===== src/rtl/boss_ctrl.sv =====
// boss_ctrl: stage-3 boss sequencer (entry descent, patrol, hurt, dying, dead).
// Ports: clk, rst_n, state[3:0], tick, hit -> boss_x/y[8:0], boss_state/hp[3:0], boss_fire, boss_dead.
module boss_ctrl #(
    parameter logic [3:0] STAGE3      = 4'd6,
    parameter logic [8:0] X_MIN       = 9'd0,
    parameter logic [8:0] X_MAX       = 9'd300,
    parameter logic [8:0] START_X     = 9'd150,
    parameter logic [8:0] START_Y     = 9'd20,
    parameter logic [3:0] HP_INIT     = 4'd8,
    parameter int         ANIM_DIV    = 8,
    parameter int         FIRE_PERIOD = 60,
    parameter int         HURT_TICKS  = 16
) (
    input  logic       clk,
    input  logic       rst_n,
    input  logic [3:0] state,
    input  logic       tick,
    input  logic       hit,
    output logic [8:0] boss_x,
    output logic [8:0] boss_y,
    output logic [3:0] boss_state,
    output logic [3:0] boss_hp,
    output logic       boss_fire,
    output logic       boss_dead
);

    localparam int AW = $clog2(ANIM_DIV + 1);
    localparam int FW = $clog2(FIRE_PERIOD + 1);
    localparam int HW = $clog2(HURT_TICKS + 1);

    localparam logic [8:0] DEAD_Y = 9'd220;

    localparam logic [AW-1:0] ANIM_LAST = AW'(ANIM_DIV - 1);
    localparam logic [FW-1:0] FIRE_LAST = FW'(FIRE_PERIOD - 1);
    localparam logic [HW-1:0] HURT_LAST = HW'(HURT_TICKS - 1);

    typedef enum logic [2:0] {
        IDLE, ENTER, PATROL, HURT, DYING, DEAD
    } fsm_t;

    fsm_t          fsm_q;
    logic [8:0]    x_q, y_q;
    logic [3:0]    bs_q, bs_save_q, hp_q;
    logic          fire_q, dead_q;
    logic          dir_right_q;
    logic [AW-1:0] anim_q;
    logic [FW-1:0] firec_q;
    logic [HW-1:0] hurt_q;

    assign boss_x     = x_q;
    assign boss_y     = y_q;
    assign boss_state = bs_q;
    assign boss_hp    = hp_q;
    assign boss_fire  = fire_q;
    assign boss_dead  = dead_q;

    always_ff @(posedge clk or negedge rst_n) begin
        if (!rst_n) begin
            fsm_q       <= IDLE;
            x_q         <= START_X;
            y_q         <= '0;
            bs_q        <= '0;
            bs_save_q   <= '0;
            hp_q        <= HP_INIT;
            fire_q      <= 1'b0;
            dead_q      <= 1'b0;
            dir_right_q <= 1'b1;
            anim_q      <= '0;
            firec_q     <= '0;
            hurt_q      <= '0;
        end else if (state != STAGE3) begin
            // leaving stage 3 aborts everything back to the reset picture
            fsm_q       <= IDLE;
            x_q         <= START_X;
            y_q         <= '0;
            bs_q        <= '0;
            bs_save_q   <= '0;
            hp_q        <= HP_INIT;
            fire_q      <= 1'b0;
            dead_q      <= 1'b0;
            dir_right_q <= 1'b1;
            anim_q      <= '0;
            firec_q     <= '0;
            hurt_q      <= '0;
        end else begin
            fire_q <= 1'b0;
            unique case (fsm_q)
                IDLE: begin
                    fsm_q <= ENTER;
                    bs_q  <= 4'd1;
                end
                ENTER: begin
                    if (tick) begin
                        y_q <= y_q + 9'd1;
                        if (y_q + 9'd1 == START_Y) begin
                            fsm_q   <= PATROL;
                            anim_q  <= '0;
                            firec_q <= '0;
                        end
                    end
                end
                PATROL: begin
                    // a hit pre-empts the tick: no move, no anim, no fire
                    if (hit) begin
                        hp_q      <= hp_q - 4'd1;
                        bs_save_q <= bs_q;
                        hurt_q    <= '0;
                        if (hp_q == 4'd1) begin
                            fsm_q <= DYING;
                            bs_q  <= 4'd4;
                        end else begin
                            fsm_q <= HURT;
                            bs_q  <= 4'd3;
                        end
                    end else if (tick) begin
                        if (dir_right_q) begin
                            if (x_q == X_MAX) begin
                                dir_right_q <= 1'b0;
                                x_q         <= X_MAX - 9'd1;
                            end else begin
                                x_q <= x_q + 9'd1;
                            end
                        end else begin
                            if (x_q == X_MIN) begin
                                dir_right_q <= 1'b1;
                                x_q         <= X_MIN + 9'd1;
                            end else begin
                                x_q <= x_q - 9'd1;
                            end
                        end
                        if (anim_q == ANIM_LAST) begin
                            anim_q <= '0;
                            bs_q   <= (bs_q == 4'd1) ? 4'd2 : 4'd1;
                        end else begin
                            anim_q <= anim_q + 1'b1;
                        end
                        if (firec_q == FIRE_LAST) begin
                            firec_q <= '0;
                            fire_q  <= 1'b1;
                        end else begin
                            firec_q <= firec_q + 1'b1;
                        end
                    end
                end
                HURT: begin
                    if (tick) begin
                        if (hurt_q == HURT_LAST) begin
                            fsm_q <= PATROL;
                            bs_q  <= bs_save_q;
                        end else begin
                            hurt_q <= hurt_q + 1'b1;
                        end
                    end
                end
                DYING: begin
                    if (tick) begin
                        y_q <= y_q + 9'd1;
                        if (y_q + 9'd1 == DEAD_Y) begin
                            fsm_q  <= DEAD;
                            dead_q <= 1'b1;
                            bs_q   <= 4'd0;
                        end
                    end
                end
                DEAD: begin
                    dead_q <= 1'b1;
                end
                default: fsm_q <= IDLE;
            endcase
        end
    end

endmodule


===== config.mk =====
export PLATFORM = sky130hd
export DESIGN_NAME = boss_ctrl
export DESIGN_NICKNAME = d
export VERILOG_FILES = /design/src/rtl/boss_ctrl.sv
export SDC_FILE = /design/constraint.sdc
export NUM_CORES = 1
export LEC_CHECK = 0
export BUFFER_PORTS_ARGS = -buffer_cell sky130_fd_sc_hd__buf_2
export CORE_ASPECT_RATIO = 1.2
export CORE_UTILIZATION = 59
export DETAILED_ROUTE_END_ITERATION = 8
export GPL_TIMING_DRIVEN = 0
export MAX_ROUTING_LAYER = met4
export PLACE_DENSITY = 0.8
export SYNTH_ARGS = -nofsm -noshare
export SYNTH_HDL_FRONTEND = slang
export SYNTH_SLANG_ARGS = --single-unit

===== constraint.sdc =====
create_clock -name clk -period 2.6 [get_ports clk]
set_input_delay 0.39 -clock clk [delete_from_list [all_inputs] [get_ports clk]]
set_output_delay 0.39 -clock clk [all_outputs]
set_load 0.01 [all_outputs]

### After elaboration in Yosys (flattened, before gate mapping)

Cells that the tools add are included.
W data, S select, Z words.

| storage, ports and cells | value |
|---|---|
| register bits | 51 |
| input port bits | 8 |
| output and inout port bits | 28 |
| word-level logic and storage cells | 138 |

| cells by class | value |
|---|---|
| add/sub/neg operators | 7 |
| equality and inequality tests | 28 |
| muxes and demuxes | 72 |
| reduce and logical (&&, ||, !) cells | 19 |

Operator list:

| cell | number |
|---|---|
| $mux W9 | 10 |
| $mux W4 | 20 |
| $mux W6 | 6 |
| $mux W3 | 10 |
| $ne A3 B3 Y1 const B | 10 |
| $mux W5 | 4 |
| $add A9 B1 Y9 const B | 2 |
| $pmux W3 S6 | 1 |
| $pmux W4 S4 | 1 |
| $mux W1 | 15 |
| $pmux W6 S2 | 1 |
| $pmux W5 S2 | 1 |
| $eq A9 B5 Y1 const B | 1 |
| $eq A9 B8 Y1 const B | 1 |
| $eq A9 B9 Y1 const B | 1 |
| $logic_not A9 Y1 | 1 |
| $reduce_bool A3 Y1 | 3 |
| $sub A9 B1 Y9 const B | 1 |
| $eq A4 B1 Y1 const B | 2 |
| $ne A4 B4 Y1 const B | 2 |
| $pmux W4 S2 | 1 |
| $reduce_and A8 Y1 | 1 |
| $reduce_bool A2 Y1 | 4 |
| $reduce_and A7 Y1 | 1 |
| 22 further kinds | 26 |

### Logic depth before layout (Yosys ltp)

| logic depth | value |
|---|---|
| depth after elaboration | 7 |
| depth in mapped cells | 7 |
| depth with buffers taken out | 7 |

### Worst setup path before layout

Ideal clock, no wire load.

| timing | value |
|---|---|
| kind | reg-to-reg |
| start | register x_q[1], in the netlist boss_x[1] |
| end | register x_q[5], in the netlist boss_x[5] |
| library setup time | 0.087 ns |
| data arrival time | 2.071 ns |
| required time | 2.513 ns |
| path slack | 0.443 ns |
| cell stages (with the launch flop) | 7 |
| path buffers | 0 |
| clock period less this slack | 2.157 ns |
| cells stage by stage | dfstp_2 inv_1 ha_1 nor4b_1 a31oi_1 or4b_2 o211ai_1 |

| on the way | value |
|---|---|
| longest elaborated chain between the ends | 7 |
| elaborated cells between the ends (all ways) | 11 |
| classes of those cells | add/sub (2); eq/ne (1); mux (7); reduce/logical (1) |

Ends and longest elaborated chain:

| element | RTL line | RTL |
|---|---|---|
| from (decl) | 42 | `logic [8:0] x_q, y_q;` |
| from (signal assigned) | 119 | `x_q <= X_MAX - 9'd1;` |
| from (signal assigned) | 121 | `x_q <= x_q + 9'd1;` |
| from (signal assigned) | 126 | `x_q <= X_MIN + 9'd1;` |
| $sub A9 B1 Y9, or another cell as far along | 128 | `x_q <= x_q - 9'd1;` |
| $mux W9, on equally long branches | 124, 117 |  |
| $mux W9 * | 116 | `if (dir_right_q) begin` |
| $mux W9 * | 115 | `end else if (tick) begin` |
| $mux W9 * | 104 | `if (hit) begin` |
| $mux W9 * | 87 | `unique case (fsm_q)` |
| $mux W9 * | 71 | `end else if (state != STAGE3) begin` |

Mark *: on every way between the ends. The rest lies on a longest branch, timed or not. The select of a mux whose other input is x is not followed.
A chain may end at the register's enable or synchronous reset.

### Worst setup path in the final report

Same ends and word-level chain as after synthesis.

==> qor.yml <==
routed_via_density: 6.614
clkSinkCount: 51
cts_setup_buffers: 0
powerDensity_mw_per_mm2: 358.6
cp-end-kind: "flip-flop"
initial_core_util_pct: 62.86
ys_seq_elements: 51
synth_edf_count: 0
dp_cells: 476
top_usage_layer: "met2"
worst_slack_ns: 0.1848
setup_viol: 0
slowest_stage: "or4b_2"
cts_buffer_depth: 2
wl_per_cell_um: 17.10
drc: 4
path_delay_family: "simple AND/OR/NAND/NOR gates"
utilization_pct: 69.41
grt_pass1_wl_um: 14270
grt_pass1_vias: 3108
coreArea_mm2: 0.005406
cpPeakStageDelay_ns: 0.65
cts_buffers: 5
syn2layout_area_growth_pct: 10.42
antenna_found_initial: 0
crit_required_ns: 2.82
dpl_worst_slack_ns: 0.1053
use_met3_pct: 3.919
post_dp_cell_area_mm2: 0.003651
io_pins: 36
first_pass_iters: 7
seq_area_frac_synth_pct: 37.78
nNetsFinal: 439
port_buffers: 35
track_usage_pct: 30.35
p_leak_nw: 1.496
ctsRootBufferMaster: "clkbuf_8"
die_area_mm2: 0.006068
met1_usage_pct: 38.42
wirelength_um: 8276
finalCritPeriodShare_pct: 92.89
rows: 29
synth_area_mm2: 0.003398
cp_num_buf_inv: 1
place_hpwl_um: 5792
clkTransAtPathRegs_ns: 0.09
finalMaxSlewViolations: 0
htreeDepth: 2
synth_cells: 379
hold_path_class: "in2async"
outcome: "finished, violations left"
cp_max_fo: 8
grt-ovfl-total: 0
synth_top_area_share_pct: 33.14
synth_fp_nets: 397
finalHoldViolations: 0
vias: 3201
post-route-cell-area_mm2: 0.003752
die_x_um: 71.28
ant_nets: 0
met2_usage_pct: 49.44
critPathArrivalTime_ns: 2.64
rsz0062_at_grt: "false"
syn_area_per_cell_um2: 8.966
drt-initial-drc-count: 222
min_period_ns: 2.415
worst_pin_slew_ns: 1.142
yosysUniqueCellTypes: 71
insertedDiodeCount: 0
cp-start-kind: "flip-flop"
drive_above_1_share_pct: 18.48
crit_type: "reg2reg"
clk-insertion-delay-late_ns: 0.31
synth_area_leaders: "dfrtp_1 (33%), dfstp_2 (4.6%), nand2_1 (4.3%), a21oi_1 (3.7%), ha_1 (3.7%)"
violations: "DRC"
yosysTopAreaCell: "dfrtp_1"
die_h_um: 85.14
stdcell_count: 484
timing.fmax_mhz: 414.0
vdd_drop_max_v: 0.0002626
yosys_warnings: 0
fin_skew_ns: 0.005070
crit_start: "boss_x[1]"
reg2reg_from: "boss_x[1]"
cts_tree: "built"
synth_flop_cell: "dfrtp_1"
setup_tns_ns: 0
drv.max_cap_violation_count: 0
gp_congestion: 0.9305
grt_max_degree: 52
async_reset_ff_share_pct: 100.0
crit_chain: "inv_1 -> ha_1 -> nor4b_2 -> a31oi_1 -> or4b_2 -> o211ai_1"
relSlewSlack_pct: 23.89
[cells by family (layout without fill, tap and decap cells)]
kind of cell,count (synthesis),in the layout,share of synthesized area (%)
DFF,51,51,37.78
muxes,3,3,0.8837
AOI/OAI and AO/OA,107,107,23.97
xor gates and xnor gates,9,9,2.319
and+or+nand+nor,157,157,25.52
buffers and inverters,42,85,5.854
adders and majority gates,10,10,3.682
[synth_stat cells, types with 2 or more instances]
master / n
nor4bb_1: 3
ha_1: 10
nor2b_1: 5
nor4b_1: 4
buf_4: 2
clkbuf_1: 9
nand2b_1: 8
nand2_1: 39
and2_1: 3
o22ai_1: 3
buf_2: 8
or3_1: 3
o2111ai_1: 8
and3_1: 3
nor2_1: 24
nand4_1: 7
dfstp_2: 6
o211ai_1: 7
xor2_1: 5
or4_1: 4
a31oi_1: 2
o31ai_1: 3
nand4bb_1: 3
o2bb2ai_1: 4
nor3_1: 9
xnor2_1: 4
a21o_1: 3
buf_6: 3
o21a_1: 2
a22o_1: 6
o41ai_1: 2
a21oi_1: 25
nor3b_1: 4
dfrtp_1: 45
inv_1: 19
mux2i_1: 3
a221oi_1: 3
nand3_1: 22
and3b_1: 3
o21ai_0: 16
or4b_2: 2
nor4_1: 6
[routing by layer]
| layer | part of all wire, % | vias to the layer above |
|---|---|---|
| met1 | 43 | 1549 |
| met2 | 49 | 119 |
| met4 | 2.5 | 0 |
| met3 | 4.8 | 23 |
| li1 | - | 1510 |
| met5 | 0 | - |
[cell type report]
type / count / area, µm²
multi-input combinational: 286 / 1922
clock buffer: 7 / 86.33
sequential: 51 / 1284
tap: 62 / 77.57
buffer: 23 / 127.6
fill: 433 / 1654
inverter: 19 / 71.32
clock inverter: 1 / 8.758
timing repair buffer: 35 / 175.2
[power by group]
group          total [mW]  internal [mW]  switching (mW)
logic              0.0655         0.0173          0.0482
clock network       0.486          0.219           0.267
registers           0.794          0.794        0.000589
total                1.35           1.03           0.316
[metrics by stage]
| stage | power (mW) | hold slack (ns) |
|---|---|---|
| 6_report | 1.346 | 0.3013 |
| 3_5_place_dp | 0.8750 | 0.4864 |
| 2_1_floorplan | 0.8405 | 0.09441 |
| 3_3_place_gp | 0.8741 | 0.4809 |
| 4_1_cts | 1.355 | 0.3482 |
| 5_1_grt | 1.392 | 0.3922 |
[worst register-to-register path: stages, from the launching register on]
cell and delay (ns):
dfstp_2 0.61, inv_1 0.09, ha_1 0.19, nor4b_2 0.20, a31oi_1 0.47, or4b_2 0.65, o211ai_1 0.12
[layout by cell type (no fill, tap or decap), types with 4 or more instances in the layout]
cell type	instances
a21oi_1	25
a22o_1	6
buf_2	43
clkbuf_1	10
clkbuf_8	6
dfrtp_1	45
dfstp_2	6
ha_1	10
inv_1	19
nand2_1	39
nand2b_1	8
nand3_1	22
nand4_1	7
nor2_1	24
nor2b_1	5
nor3_1	9
nor3b_1	4
nor4_1	6
o2111ai_1	8
o211ai_1	7
o21ai_0	16
o2bb2ai_1	4
or4_1	4
xnor2_1	4
xor2_1	5
[path summary, 6_finish.rpt]
kind | endpoint | slack (ns) | depth (start not counted)
min | boss_x[0] | 0.30 | 1
max | boss_x[5] | 0.18 | 6
min in group clk | boss_dead | 0.51 | 2
min reg2reg | boss_dead | 0.51 | 2
max in group asynchronous | fsm_q[1] | 1.61 | 1
max reg2reg | boss_x[5] | 0.18 | 6
[sequential cells by signal (all words and copies together) (netlist names)]
signal and count:
fsm_q 3, boss_x 9, boss_dead 1, anim_q 4, boss_y 9, bs_save_q 4
firec_q 6, hurt_q 5, dir_right_q 1, boss_hp 4, boss_state 4, boss_fire 1
[repair_timing]
item / CTS / global route
hold endpoints to repair: 0 / 0
resized for setup: 0 / 1
hold buffers: 0 / 0
endpoints found under the setup margin: 0 / 6
No activity file was read; power rests on OpenSTA's default activity.
